`config.mk`:
```
export PLATFORM = sky130hd
export DESIGN_NAME = dot_product_loader
export DESIGN_NICKNAME = d
export VERILOG_FILES = /design/src/rtl/dot_product_loader.sv
export SDC_FILE = /design/constraint.sdc
export NUM_CORES = 1
export LEC_CHECK = 0
export BUFFER_PORTS_ARGS = -buffer_cell sky130_fd_sc_hd__buf_2
export CAP_MARGIN = 10
export CORE_AREA = 2 2 125 66
export CTS_BUF_LIST = sky130_fd_sc_hd__clkbuf_4 sky130_fd_sc_hd__clkbuf_8
export DETAILED_ROUTE_END_ITERATION = 8
export DIE_AREA = 0 0 127 68
export SLEW_MARGIN = 0
export SYNTH_ARGS = -nofsm -noshare
export SYNTH_HDL_FRONTEND = slang
export SYNTH_SLANG_ARGS = --single-unit
```
`constraint.sdc`:
```
create_clock -name clk -period 2.04 [get_ports clk]
set_input_delay 0.306 -clock clk [delete_from_list [all_inputs] [get_ports clk]]
set_output_delay 0.306 -clock clk [all_outputs]
set_load 0.02 [all_outputs]
```
`src/rtl/dot_product_loader.sv`:
```
// Host-side loader for the nibble-serial dot-product / running-max accumulator.
// Serializes a weight and an input vector as nibble beats, waits, then captures the result.
module dot_product_loader #(
    parameter int LANE_W        = 4,
    parameter int LANES         = 4,
    parameter int RES_W         = 10,
    parameter int SETTLE_CYCLES = 2,
    localparam int VEC_W        = LANE_W * LANES
) (
    input  logic              clk,
    input  logic              rst_n,
    input  logic              cmd_valid,
    output logic              cmd_ready,
    input  logic [VEC_W-1:0]  cmd_weights,
    input  logic [VEC_W-1:0]  cmd_inputs,
    input  logic              cmd_skip_w,
    output logic              nib_valid,
    output logic              nib_sel,
    output logic [LANE_W-1:0] nib_data,
    input  logic [RES_W-1:0]  res_in,
    output logic              res_valid,
    input  logic              res_ready,
    output logic [RES_W-1:0]  res_data,
    output logic              res_updated,
    output logic              busy
);

    localparam logic [2:0] S_IDLE    = 3'd0;
    localparam logic [2:0] S_SEND_W  = 3'd1;
    localparam logic [2:0] S_SEND_X  = 3'd2;
    localparam logic [2:0] S_SETTLE  = 3'd3;
    localparam logic [2:0] S_CAPTURE = 3'd4;
    localparam logic [2:0] S_DONE    = 3'd5;

    localparam int BW = (LANES > 1) ? $clog2(LANES) : 1;
    localparam int SW = (SETTLE_CYCLES > 1) ? $clog2(SETTLE_CYCLES) : 1;
    localparam logic [BW-1:0] BEAT_LAST   = BW'(LANES - 1);
    localparam logic [SW-1:0] SETTLE_LAST = SW'((SETTLE_CYCLES > 0) ? SETTLE_CYCLES - 1 : 0);

    logic [2:0]       state_q, state_d;
    logic [VEC_W-1:0] w_sh_q, w_sh_d;
    logic [VEC_W-1:0] x_sh_q, x_sh_d;
    logic [BW-1:0]    beat_q, beat_d;
    logic [SW-1:0]    settle_q, settle_d;
    logic             loaded_q, loaded_d;
    logic [RES_W-1:0] res_data_q, res_data_d;
    logic             res_upd_q, res_upd_d;

    always_comb begin
        state_d    = state_q;
        w_sh_d     = w_sh_q;
        x_sh_d     = x_sh_q;
        beat_d     = beat_q;
        settle_d   = settle_q;
        loaded_d   = loaded_q;
        res_data_d = res_data_q;
        res_upd_d  = res_upd_q;
        case (state_q)
            S_IDLE: begin
                if (cmd_valid) begin
                    w_sh_d  = cmd_weights;
                    x_sh_d  = cmd_inputs;
                    beat_d  = '0;
                    // Skipping is only honoured once the accumulator holds real weights.
                    state_d = (cmd_skip_w && loaded_q) ? S_SEND_X : S_SEND_W;
                end
            end
            S_SEND_W: begin
                w_sh_d = w_sh_q >> LANE_W;
                beat_d = beat_q + 1'b1;
                if (beat_q == BEAT_LAST) begin
                    beat_d   = '0;
                    loaded_d = 1'b1;
                    state_d  = S_SEND_X;
                end
            end
            S_SEND_X: begin
                x_sh_d = x_sh_q >> LANE_W;
                beat_d = beat_q + 1'b1;
                if (beat_q == BEAT_LAST) begin
                    beat_d   = '0;
                    settle_d = '0;
                    state_d  = (SETTLE_CYCLES == 0) ? S_CAPTURE : S_SETTLE;
                end
            end
            S_SETTLE: begin
                settle_d = settle_q + 1'b1;
                if (settle_q == SETTLE_LAST) state_d = S_CAPTURE;
            end
            S_CAPTURE: begin
                res_data_d = res_in;
                res_upd_d  = (res_in > res_data_q);
                state_d    = S_DONE;
            end
            S_DONE: begin
                if (res_ready) state_d = S_IDLE;
            end
            default: state_d = S_IDLE;
        endcase
    end

    always_ff @(posedge clk) begin
        if (!rst_n) begin
            state_q    <= S_IDLE;
            w_sh_q     <= '0;
            x_sh_q     <= '0;
            beat_q     <= '0;
            settle_q   <= '0;
            loaded_q   <= 1'b0;
            res_data_q <= '0;
            res_upd_q  <= 1'b0;
        end else begin
            state_q    <= state_d;
            w_sh_q     <= w_sh_d;
            x_sh_q     <= x_sh_d;
            beat_q     <= beat_d;
            settle_q   <= settle_d;
            loaded_q   <= loaded_d;
            res_data_q <= res_data_d;
            res_upd_q  <= res_upd_d;
        end
    end

    // Beat outputs decode only registered state, so they cannot glitch on cmd_* changes.
    always_comb begin
        nib_valid = (state_q == S_SEND_W) || (state_q == S_SEND_X);
        nib_sel   = (state_q == S_SEND_W);
        nib_data  = '0;
        if (state_q == S_SEND_W)      nib_data = w_sh_q[LANE_W-1:0];
        else if (state_q == S_SEND_X) nib_data = x_sh_q[LANE_W-1:0];
    end

    assign cmd_ready   = (state_q == S_IDLE);
    assign busy        = (state_q != S_IDLE);
    assign res_valid   = (state_q == S_DONE);
    assign res_data    = res_data_q;
    assign res_updated = res_upd_q;

endmodule

```
After elaboration in Yosys (flattened, before gate mapping)
Index checks and enable logic that the tools add are counted.
{ "word_totals": {"word_cells": 55, "out_inout_bits": 20, "input_bits": 47, "regBits": 50} }
{ "classes": {"add_sub_neg": 2, "n_eq_ne": 11, "reduce_logical": 15, "order_cmp": 1, "mux": 18} }
{ "ops": {"columns": ["operator", "n"], "rows": [
  ["$pmux W16 S2", 2],
  ["$mux W16", 2],
  ["$pmux W3 S6", 1],
  ["$mux W3", 5],
  ["$gt A10 B10 Y1", 1],
  ["$reduce_and A2 Y1", 5],
  ["$mux W4", 2],
  ["$reduce_bool A2 Y1", 4],
  ["$eq A3 B2 Y1 const B", 2],
  ["$eq A3 B3 Y1 const B", 2],
  ["$mux W2", 3],
  ["$ne A2 B2 Y1 const B", 3],
  ["$reduce_and A5 Y1", 1],
  ["$ne A2 B1 Y1 const B", 2],
  ["$pmux W2 S2", 1],
  ["$eq A3 B1 Y1 const B", 1],
  ["$logic_not A3 Y1", 1],
  ["$reduce_bool A3 Y1", 1],
  ["$add A2 B1 Y2 const B", 1],
  ["$eq A2 B2 Y1 const B", 1],
  ["$pmux W1 S2", 1],
  ["$reduce_or A2 Y1", 1],
  ["$add A1 B1 Y1 const B", 1],
  ["$logic_and A1 B1 Y1", 1],
  ["other kinds (2)", 2]
]} }

Depth between registers and ports, before layout
Gate-level depths: netlist (run 1).
{ "depth": {"ltp_word": 4, "mapped_depth": 7, "depth_no_buf": 6} }

Worst setup path before layout (run 1)
Ideal clock, no wire load.
{ "synth_timing": {"path_kind": "register to output", "start": "reg state_q[0]", "end": "out nib_data[0]", "path_stages_with_launch": 6, "t_required_ps": 1734, "slack_ps": 274, "arrival_time_ps": 1460, "path_buffers": 2, "path_cell_list": "dfxtp_1 buf_6 or3b_1 buf_2 inv_1 a22o_1"} }
{ "synth_via": {"word_cells_on_any_way": 4, "cone_classes": "2 x eq/ne; 2 x mux"} }
{ "synth_rtl": {"columns": ["item", "line", "text"], "rows": [
  ["from (decl)", "40", "logic [2:0] state_q, state_d;"],
  ["from (signal assigned)", "113", "state_q <= state_d;"],
  ["$eq A3 B1 Y1", null, null],
  ["via nib_sel", "18", "output logic nib_sel,"],
  ["$mux W4", "129", "if (state_q == S_SEND_W) nib_data = w_sh_q[LANE_W-1:0];"],
  ["to (decl)", "19", "output logic [LANE_W-1:0] nib_data,"]
]} }
The timed path passes the listed nets, and every way through them passes these cells.

Worst setup path after layout (run 1)
{ "layout_timing": {"start": "reg state_q[0]", "end": "out nib_data[2]"} }
{ "layout_via": {"elab_chain_cells": 3, "word_cells_on_any_way": 4, "cone_classes": "2 x eq/ne; 2 x mux"} }
{ "layout_lines": {"columns": ["item", "line", "text"], "rows": [
  ["$eq A3 B2 Y1", "130", "else if (state_q == S_SEND_X) nib_data = x_sh_q[LANE_W-1:0];"],
  ["$mux W4", "130", null],
  ["$mux W4 (*)", "129", null]
]} }
Mark *: on every way between the ends. The rest lies on a longest branch, timed or not.

==> reports/metrics.yaml, run 1 <==
critPathSlowestCell: "dfxtp_1"
crit_path_start_kind: "flop"
cts_hold_buf: 0
yosys.cell_types.count: 41
fp.dieH_um: 68
ys.flop_type: "dfxtp_1"
firstDrtPassIters: 5
grt_pass1_vias: 1926
clock_latency_ns: 0.30
min_path_type: "primary input to flop"
drt-total-wl_um: 6080
root_buffer: "clkbuf_8"
coreArea_mm2: 0.00765
cts_buffer_depth: 2
nets: 404
n_antenna_cell: 0
slew_headroom: 0.658
fin_util: 0.402
rsz0062_at_grt: "no"
synth-seq-cells: 50
wl_per_cell_um: 13.6
area.growth.synth_to_final_pct: 19.0
synthArstFlopShare: 0
worstSetupEndpointType: "primary output"
yosysWarnings: 0
num_io_pins: 67
finClkSkew_ns: 0.00597
leakagePower_nw: 1.26
viasPerCell: 4.80
grt_use_total: 0.145
clk_pin_slew_ns: 0.09
placed_cells: 439
status: "complete, no violations"
cpLargestDelayFamily: "flip-flops"
finalSetupViolCount: 0
cts_made_buffers: 5
overflow: 0
maxSlewViolCount: 0
clock_sinks: 50
num_rows: 23
worstSetupPathType: "flop to primary output"
dieArea_mm2: 0.00864
fin_crit_ns: 1.93
postSynthAreaPerCell_um2: 9.11
grt_max_degree: 38
grt_pass1_wl_um: 9690
drive_gt1_frac: 0.344
numPortBuffers: 66
fin_crit_sh: 0.946
worst-path-max-fanout: 6
drt_iter0_markers: 81
path_buf_inv: 2
initial_core_util: 0.338
postRouteAntennaNets: 0
cp_data_arrival_time_ns: 1.62
dr_total_vias: 2142
route.detailed.drc: 0
synth_area_mm2: 0.00259
synth.net_count: 342
fmax_mhz: 518
die_x_um: 127
cts_tree: "done"
syn_inst: 284
finalSetupTns_ns: 0
whs_ns: 0.247
critPathMaxStageDelay_ns: 0.43
finalHoldViolCount: 0
path_cells: "or3b_1 -> inv_2 -> a22o_1 -> buf_2"
place_hpwl_um: 4670
gp_congestion: 0.794
ys_seq_area_frac: 0.387
synth_edf_count: 0
required_ns: 1.73
tightest_slew_ns: 0.513
ir_drop_v: 0.000293
final_cells: 446
antenna_found_initial: 0
cap_viol_max_count: 0
htreeDepth: 2
p_per_area_mw_per_mm2: 723
-- worst paths after layout --
path / from / end / slack (ns) / cells past startpoint
setup / recovery: state_q[0]$_SDFFE_PN0P_ / nib_data[2] / 0.11 / 4
hold / removal: cmd_inputs[12] / x_sh_q[12]$_SDFFE_PN0P_ / 0.25 / 3
setup reg to reg: state_q[2]$_SDFFE_PN0P_ / w_sh_q[9]$_SDFFE_PN0P_ / 0.29 / 4
hold reg to reg: x_sh_q[3]$_SDFFE_PN0P_ / x_sh_q[3]$_SDFFE_PN0P_ / 0.47 / 2
-- through the flow --
step	power [W]	instance area, um2	setup slack [ns]
floorplan	0.00154	2590	0.274
CTS	0.00226	3080	0.00939
detailed placement	0.00168	3000	0.315
global route	0.00237	3080	0.0224
global placement	0.00168	3000	0.332
finish	0.00223	3080	0.111
-- cells in the final DEF (no fill, tap or decap), types with 2 or more instances in the layout --
cell type	netlist	layout
a211oi_1	3	3
a21boi_0	16	16
a21boi_1	2	2
a21oi_1	9	9
a22o_1	4	4
a22oi_1	5	5
and3_1	2	2
buf_2	6	66
buf_4	0	8
clkbuf_8	0	5
clkinvlp_4	0	2
dfxtp_1	50	50
ha_1	11	11
inv_1	16	15
mux2i_1	3	3
nand2_1	39	39
nand3_1	6	6
nand4_1	2	2
nor2_1	36	36
nor2_2	9	9
nor2b_1	3	3
o21ai_0	6	6
o221ai_2	21	21
or3_1	2	2
or3b_1	2	2
-- state kept, by name, summed over array words and instances, names as in the netlist --
| name | cells |
|---|---|
| res_data | 10 |
| res_updated | 1 |
| x_sh_q | 16 |
| loaded_q | 1 |
| beat_q | 2 |
| w_sh_q | 16 |
| state_q | 3 |
| settle_q | 1 |
-- power breakdown --
| group | internal [W] | switching (W) |
|---|---|---|
| clock network | 0.000235 | 0.000331 |
| registers | 0.00107 | 0.0000636 |
| logic | 0.000215 | 0.000315 |
-- layer usage --
metal / track usage / up-vias / part of all wire
li1: - / 1133 / -
met1: 0.226 / 955 / 0.57
met2: 0.193 / 52 / 0.38
met3: 0.0360 / 2 / 0.051
met4: 0.0371 / 0 / 0.0046
met5: 0 / - / 0
-- tightest hold or removal path, stage by stage --
cell and delay [ns]:
buf_2 0.10, nand2_1 0.05, a21oi_1 0.05
-- cell families (layout without fill, tap and decap cells) --
family | Yosys count | after routing | synth area share
buffers and inverters | 36 | 98 | 0.0725
adders and majority gates | 11 | 11 | 0.0532
and+or+nand+nor | 109 | 109 | 0.205
muxes | 3 | 3 | 0.0116
DFF | 50 | 50 | 0.387
AOI/OAI and AO/OA | 75 | 75 | 0.271
-- what timing repair did --
item | 4_1_cts | 5_1_grt
buffers inserted | 0 | 0
resized for setup | 0 | 1
endpoints found under the setup margin | 0 | 4
-- cell usage after synthesis, types with 4 or more instances --
library cell,count,share of area
nand3_1,6,0.012
buf_2,6,0.012
a21oi_1,9,0.017
nor2_2,9,0.022
ha_1,11,0.053
a21boi_0,16,0.046
buf_6,6,0.026
a22o_1,4,0.014
dfxtp_1,50,0.39
a22oi_1,5,0.015
o21ai_0,6,0.012
o221ai_2,21,0.12
nand2_1,39,0.057
clkbuf_1,8,0.012
nor2_1,36,0.052
inv_1,16,0.023
-- layout make-up --
type                    count  area (um2)
clock buffers               5        68.8
clock inverters             2        15.0
fillers                   780        4580
inverters                  16        60.1
multi-input cells         198        1400
flip-flops and latches     50        1000
well taps                 100         125
repair buffers             75         410
Note: power is estimated with default switching activity, not from simulation.
==> inputs of run 2 (changes only) <==
ABC_AREA = 1   (was default)
CORE_AREA = 2 2 119 63   (was 2 2 125 66)
DIE_AREA = 0 0 121 65   (was 0 0 127 68)
==> run 2 against run 1 <==
Combinational power grew to 3.4 times the previous value. Sequential share of layout area grew 2.0 points. Clock power grew 52%. Via count grew 1.7%. Critical endpoint is now nib_data[3]. Largest power group is now combinational logic. Highest routed layer unchanged.
==> reports/metrics.yaml, run 2 <==
synth_edf_count: 0
drt_iter0_markers: 154
maxSlewViolCount: 0
coreArea_mm2: 0.00696
post_cts_resized: 0
placed_area_mm2: 0.00276
synth_top_area_frac: 0.427
gp_congestion: 0.775
ir_drop_v: 0.000349
die_x_um: 121
hp-start: "cmd_inputs[12]"
cts_hold_buf: 0
rsz0062_at_grt: "no"
cts_buffer_depth: 2
ys_seq_area_frac: 0.427
cap_viol_max_count: 0
num_rows: 22
finalHoldViolCount: 0
worstSetupPathType: "flop to primary output"
synth_top_cell_by_area: "dfxtp_1"
ys.flop_type: "dfxtp_1"
synthArstFlopShare: 0
fin_crit_sh: 0.909
finalSetupTns_ns: 0
critPathMaxStageDelay_ns: 0.47
fp.dieH_um: 65
finalSetupViolCount: 0
drt-total-wl_um: 6130
yosys.cell_types.count: 27
min_path_type: "primary input to flop"
leakagePower_nw: 1.38
r2r_slack_ns: 0.45
postRouteAntennaNets: 0
post_cts_buffers: 0
clock_latency_ns: 0.31
num_io_pins: 67
reg2reg_to: "state_q[0]$_SDFFE_PN0P_"
synth-seq-cells: 50
overflow: 0
place_hpwl_um: 4520
status: "complete, no violations"
syn_inst: 307
cts_made_buffers: 5
synth.most_common_cell: "nor2_1"
netlist_top_cells_area: "dfxtp_1 (43%), nor2_1 (9.0%), nand2_1 (7.8%)"
htreeDepth: 2
wl_per_cell_um: 13.1
yosysWarnings: 0
clock_sinks: 50
path_cells: "inv_2 -> nor2_4 -> nand2_2 -> inv_1 -> a22o_1 -> buf_2"
dieArea_mm2: 0.00787
cp_data_arrival_time_ns: 1.55
viasPerCell: 4.66
required_ns: 1.73
slew_headroom: 0.575
design_area_mm2: 0.00290
worst-path-max-fanout: 7
route.detailed.drc: 0
reg2reg_from: "state_q[1]$_SDFFE_PN0P_"
layout_common_cells: "buf_2 (66), nor2_1 (56), dfxtp_1 (50)"
clk_pin_slew_ns: 0.09
final_common_cell: "buf_2"
postSynthAreaPerCell_um2: 7.63
synth_area_mm2: 0.00234
critPathSlowestCell: "dfxtp_1"
grt_max_degree: 23
dr_total_vias: 2178
worstSetupEndpointType: "primary output"
fin_util: 0.416
antenna_found_initial: 0
initial_core_util: 0.337
synth_common_cells: "nor2_1 (56), dfxtp_1 (50), nand2_1 (49), inv_1 (27), a21oi_1 (23)"
fmax_mhz: 539
finClkSkew_ns: 0.00726
area.growth.synth_to_final_pct: 23.7
grt_pass1_vias: 2100
fin_crit_ns: 1.86
endpoint: "nib_data[3]"
firstDrtPassIters: 4
reg2reg_depth: 6
grt_use_total: 0.171
cts_tree: "done"
cp-startpoint: "state_q[1]$_SDFFE_PN0P_"
nets: 428
n_antenna_cell: 0
tightest_slew_ns: 0.636
synth.net_count: 365
crit_path_start_kind: "flop"
grt_pass1_wl_um: 10500
p_per_area_mw_per_mm2: 1450
drive_gt1_frac: 0.248
numPortBuffers: 66
root_buffer: "clkbuf_8"
==> run 2: cell type report <==
| type | count | area, um2 |
|---|---|---|
| clock buffers | 6 | 82.6 |
| clock inverters | 2 | 60.1 |
| fillers | 748 | 4070 |
| inverters | 32 | 120 |
| multi-input cells | 211 | 1150 |
| flip-flops and latches | 50 | 1000 |
| well taps | 96 | 120 |
| repair buffers | 70 | 360 |
==> run 2: layer usage <==
metal | track usage | wire length, um
met2 | 0.232 | 2250
met3 | 0.0467 | 356
met5 | 0 | 0
met4 | 0.0436 | 59
met1 | 0.261 | 3470
==> run 2: critical path: cells and delay by family (launching register included) <==
kind	cells	cell delay, ns
AOI/OAI and AO/OA	1	0.18
buffers and inverters	3	0.42
DFF	1	0.47
and+or+nand+nor	2	0.17
==> run 2: cells by family (layout without fill, tap and decap cells) <==
kind of cell | count (synthesis) | count (layout) | synth area share
buffers and inverters | 46 | 110 | 0.0801
AND/OR/NAND/NOR | 135 | 135 | 0.251
AO/OA/AOI/OAI | 65 | 65 | 0.183
adder cells (fa/ha/maj) | 11 | 11 | 0.0587
flip-flops | 50 | 50 | 0.427
==> run 2: worst min path at each step <==
stage,to,depth (start not counted)
after floorplan,loaded_q$_SDFFE_PN0P_,2
after global placement,beat_q[1]$_SDFFE_PN0P_,2
after detailed placement,x_sh_q[12]$_SDFFE_PN0P_,2
after CTS,w_sh_q[15]$_SDFFE_PN0P_,3
after global routing,w_sh_q[12]$_SDFFE_PN0P_,3
final,x_sh_q[12]$_SDFFE_PN0P_,3
==> run 2: where the power goes <==
part           internal, W  switching, W
Clock             0.000523      0.000340
Combinational     0.000626       0.00117
Sequential         0.00131      0.000227
==> run 2: through the flow <==
step / std cells / hold slack [ns] / power (W) / setup WS [ns]
6_report: 467 / 0.234 / 0.00419 / 0.185
5_1_grt: 467 / 0.238 / 0.00458 / 0.0681
4_1_cts: 467 / 0.220 / 0.00424 / 0.178
3_5_place_dp: 459 / 0.455 / 0.00336 / 0.447
3_3_place_gp: 459 / 0.457 / 0.00333 / 0.514
2_1_floorplan: 307 / 0.437 / 0.00287 / 0.503
==> inputs of run 3 (changes only) <==
CORE_AREA = 3 3 120 64   (was 2 2 119 63)
DIE_AREA = 0 0 123 67   (was 0 0 121 65)
==> run 3 against run 2 <==
Die area is 4.8% higher. Worst hold slack worse by 0.0097 ns. Critical endpoint is now nib_data[0]. Maximum frequency is 1.8% lower. Design area fell by 1.9%. First-iteration DRC count decreased by 6.5%. Highest routed layer unchanged. Global-route usage shrank 2.8 points. Combinational power hardly changed. Critical path depth stayed put.
==> reports/metrics.yaml, run 3 (synthesized netlist as in run 2, its figures left out) <==
layout_common_cells: "buf_2 (66), nor2_1 (56), dfxtp_1 (50)"
fp.dieH_um: 67
post_cts_buffers: 0
required_ns: 1.73
cts_tree: "done"
grt_max_degree: 36
finalHoldViolCount: 0
crit_path_start_kind: "flop"
reg2reg_to: "w_sh_q[9]$_SDFFE_PN0P_"
maxSlewViolCount: 0
antenna_found_initial: 0
cp_data_arrival_time_ns: 1.58
r2r_slack_ns: 0.34
cts_made_buffers: 5
final_common_cell: "buf_2"
cts_hold_buf: 0
hold_path_depth: 3
worstSetupEndpointType: "primary output"
finalSetupTns_ns: 0
finalSetupViolCount: 0
grt_pass1_vias: 2161
clock_sinks: 50
whs_endpoint: "x_sh_q[14]$_SDFFE_PN0P_"
critPathMaxStageDelay_ns: 0.46
status: "complete, no violations"
postRouteAntennaNets: 0
post_cts_resized: 0
place_hpwl_um: 4360
coreArea_mm2: 0.00665
slew_headroom: 0.561
die_x_um: 123
finalPower_w: 0.00392
overflow: 0
dr_total_vias: 2237
clk_pin_slew_ns: 0.10
viasPerCell: 4.84
cap_viol_max_count: 0
critPathSlowestCell: "dfxtp_1"
leakagePower_nw: 1.35
finClkSkew_ns: 0.00877
whs_ns: 0.225
fin_crit_ns: 1.89
p_per_area_mw_per_mm2: 1380
fmax_mhz: 530
gp_congestion: 0.804
nets: 427
path_cells: "inv_2 -> nor2_2 -> nand2_2 -> inv_1 -> a22o_1 -> buf_2"
route.detailed.drc: 0
firstDrtPassIters: 5
drt-total-wl_um: 5880
ir_drop_v: 0.000365
num_io_pins: 67
reg2reg_depth: 7
tightest_slew_ns: 0.657
dieArea_mm2: 0.00824
htreeDepth: 2
area.growth.synth_to_final_pct: 21.4
nFillCells: 697
num_rows: 21
rsz0062_at_grt: "no"
fin_crit_sh: 0.926
worst-path-max-fanout: 6
numPortBuffers: 66
n_antenna_cell: 0
cts_buffer_depth: 2
initial_core_util: 0.353
grt_pass1_wl_um: 9400
worstSetupPathType: "flop to primary output"
drt_iter0_markers: 144
hp-start: "cmd_inputs[14]"
drive_gt1_frac: 0.246
cp-startpoint: "state_q[0]$_SDFFE_PN0P_"
grt_use_total: 0.143
clock_latency_ns: 0.31
root_buffer: "clkbuf_8"
min_path_type: "primary input to flop"
reg2reg_from: "state_q[1]$_SDFFE_PN0P_"
wl_per_cell_um: 12.7
==> run 3: changes by cell type in the layout (fill, tap and decap cells not counted), sizes merged <==
| cell | previous run | this run |
|---|---|---|
| bufinv | 2 | 0 |
| clkinv | 0 | 2 |
| buf | 70 | 69 |
==> run 3: where the power goes <==
| part | total [W] | switching (W) | leakage [nW] | internal, W |
|---|---|---|---|---|
| clock network | 0.000624 | 0.000345 | 0.0514 | 0.000280 |
| logic | 0.00177 | 0.00116 | 0.891 | 0.000615 |
| registers | 0.00152 | 0.000210 | 0.411 | 0.00131 |
==> run 3: layout make-up <==
class | count | area [um2] | share of cell area
clock inverter | 2 | 17.5 | 0.00616
clock buffer | 6 | 82.6 | 0.0290
tap | 92 | 115 | 0.0405
inverter | 32 | 120 | 0.0422
sequential | 50 | 1000 | 0.352
multi-input combinational | 211 | 1150 | 0.406
timing repair buffer | 69 | 353 | 0.124
==> run 3: how the worst max path moves through the flow <==
stage,slack (ns),cells after the start,to
final,0.15,6,nib_data[0]
after global routing,0.06,6,nib_data[1]
after CTS,0.15,6,nib_data[0]
after detailed placement,0.38,7,w_sh_q[9]$_SDFFE_PN0P_
after global placement,0.46,7,w_sh_q[8]$_SDFFE_PN0P_
after floorplan,0.50,5,nib_data[0]
==> run 3: critical path, delay by kind of cell (launching register included) <==
kind	cells	cell delay, ns
buf+inv	3	0.45
compound gates	1	0.17
flops	1	0.46
simple gates	2	0.20
==> run 3: layer usage <==
layer / GRT usage / up-vias / wire length (um)
li1: - / 1158 / -
met1: 0.167 / 1042 / 2710
met2: 0.258 / 32 / 2850
met3: 0.0356 / 5 / 263
met4: 0.0469 / 0 / 55
met5: 0 / - / 0
==> run 3: through the flow <==
stage | cells | area, um2 | setup WS, ns | utilization
detailed placement | 454 | 2740 | 0.376 | 0.413
finish | 462 | 2840 | 0.152 | 0.428
global placement | 454 | 2740 | 0.457 | 0.413
CTS | 462 | 2840 | 0.154 | 0.428
floorplan | 307 | 2340 | 0.503 | -
global route | 462 | 2840 | 0.0563 | 0.428
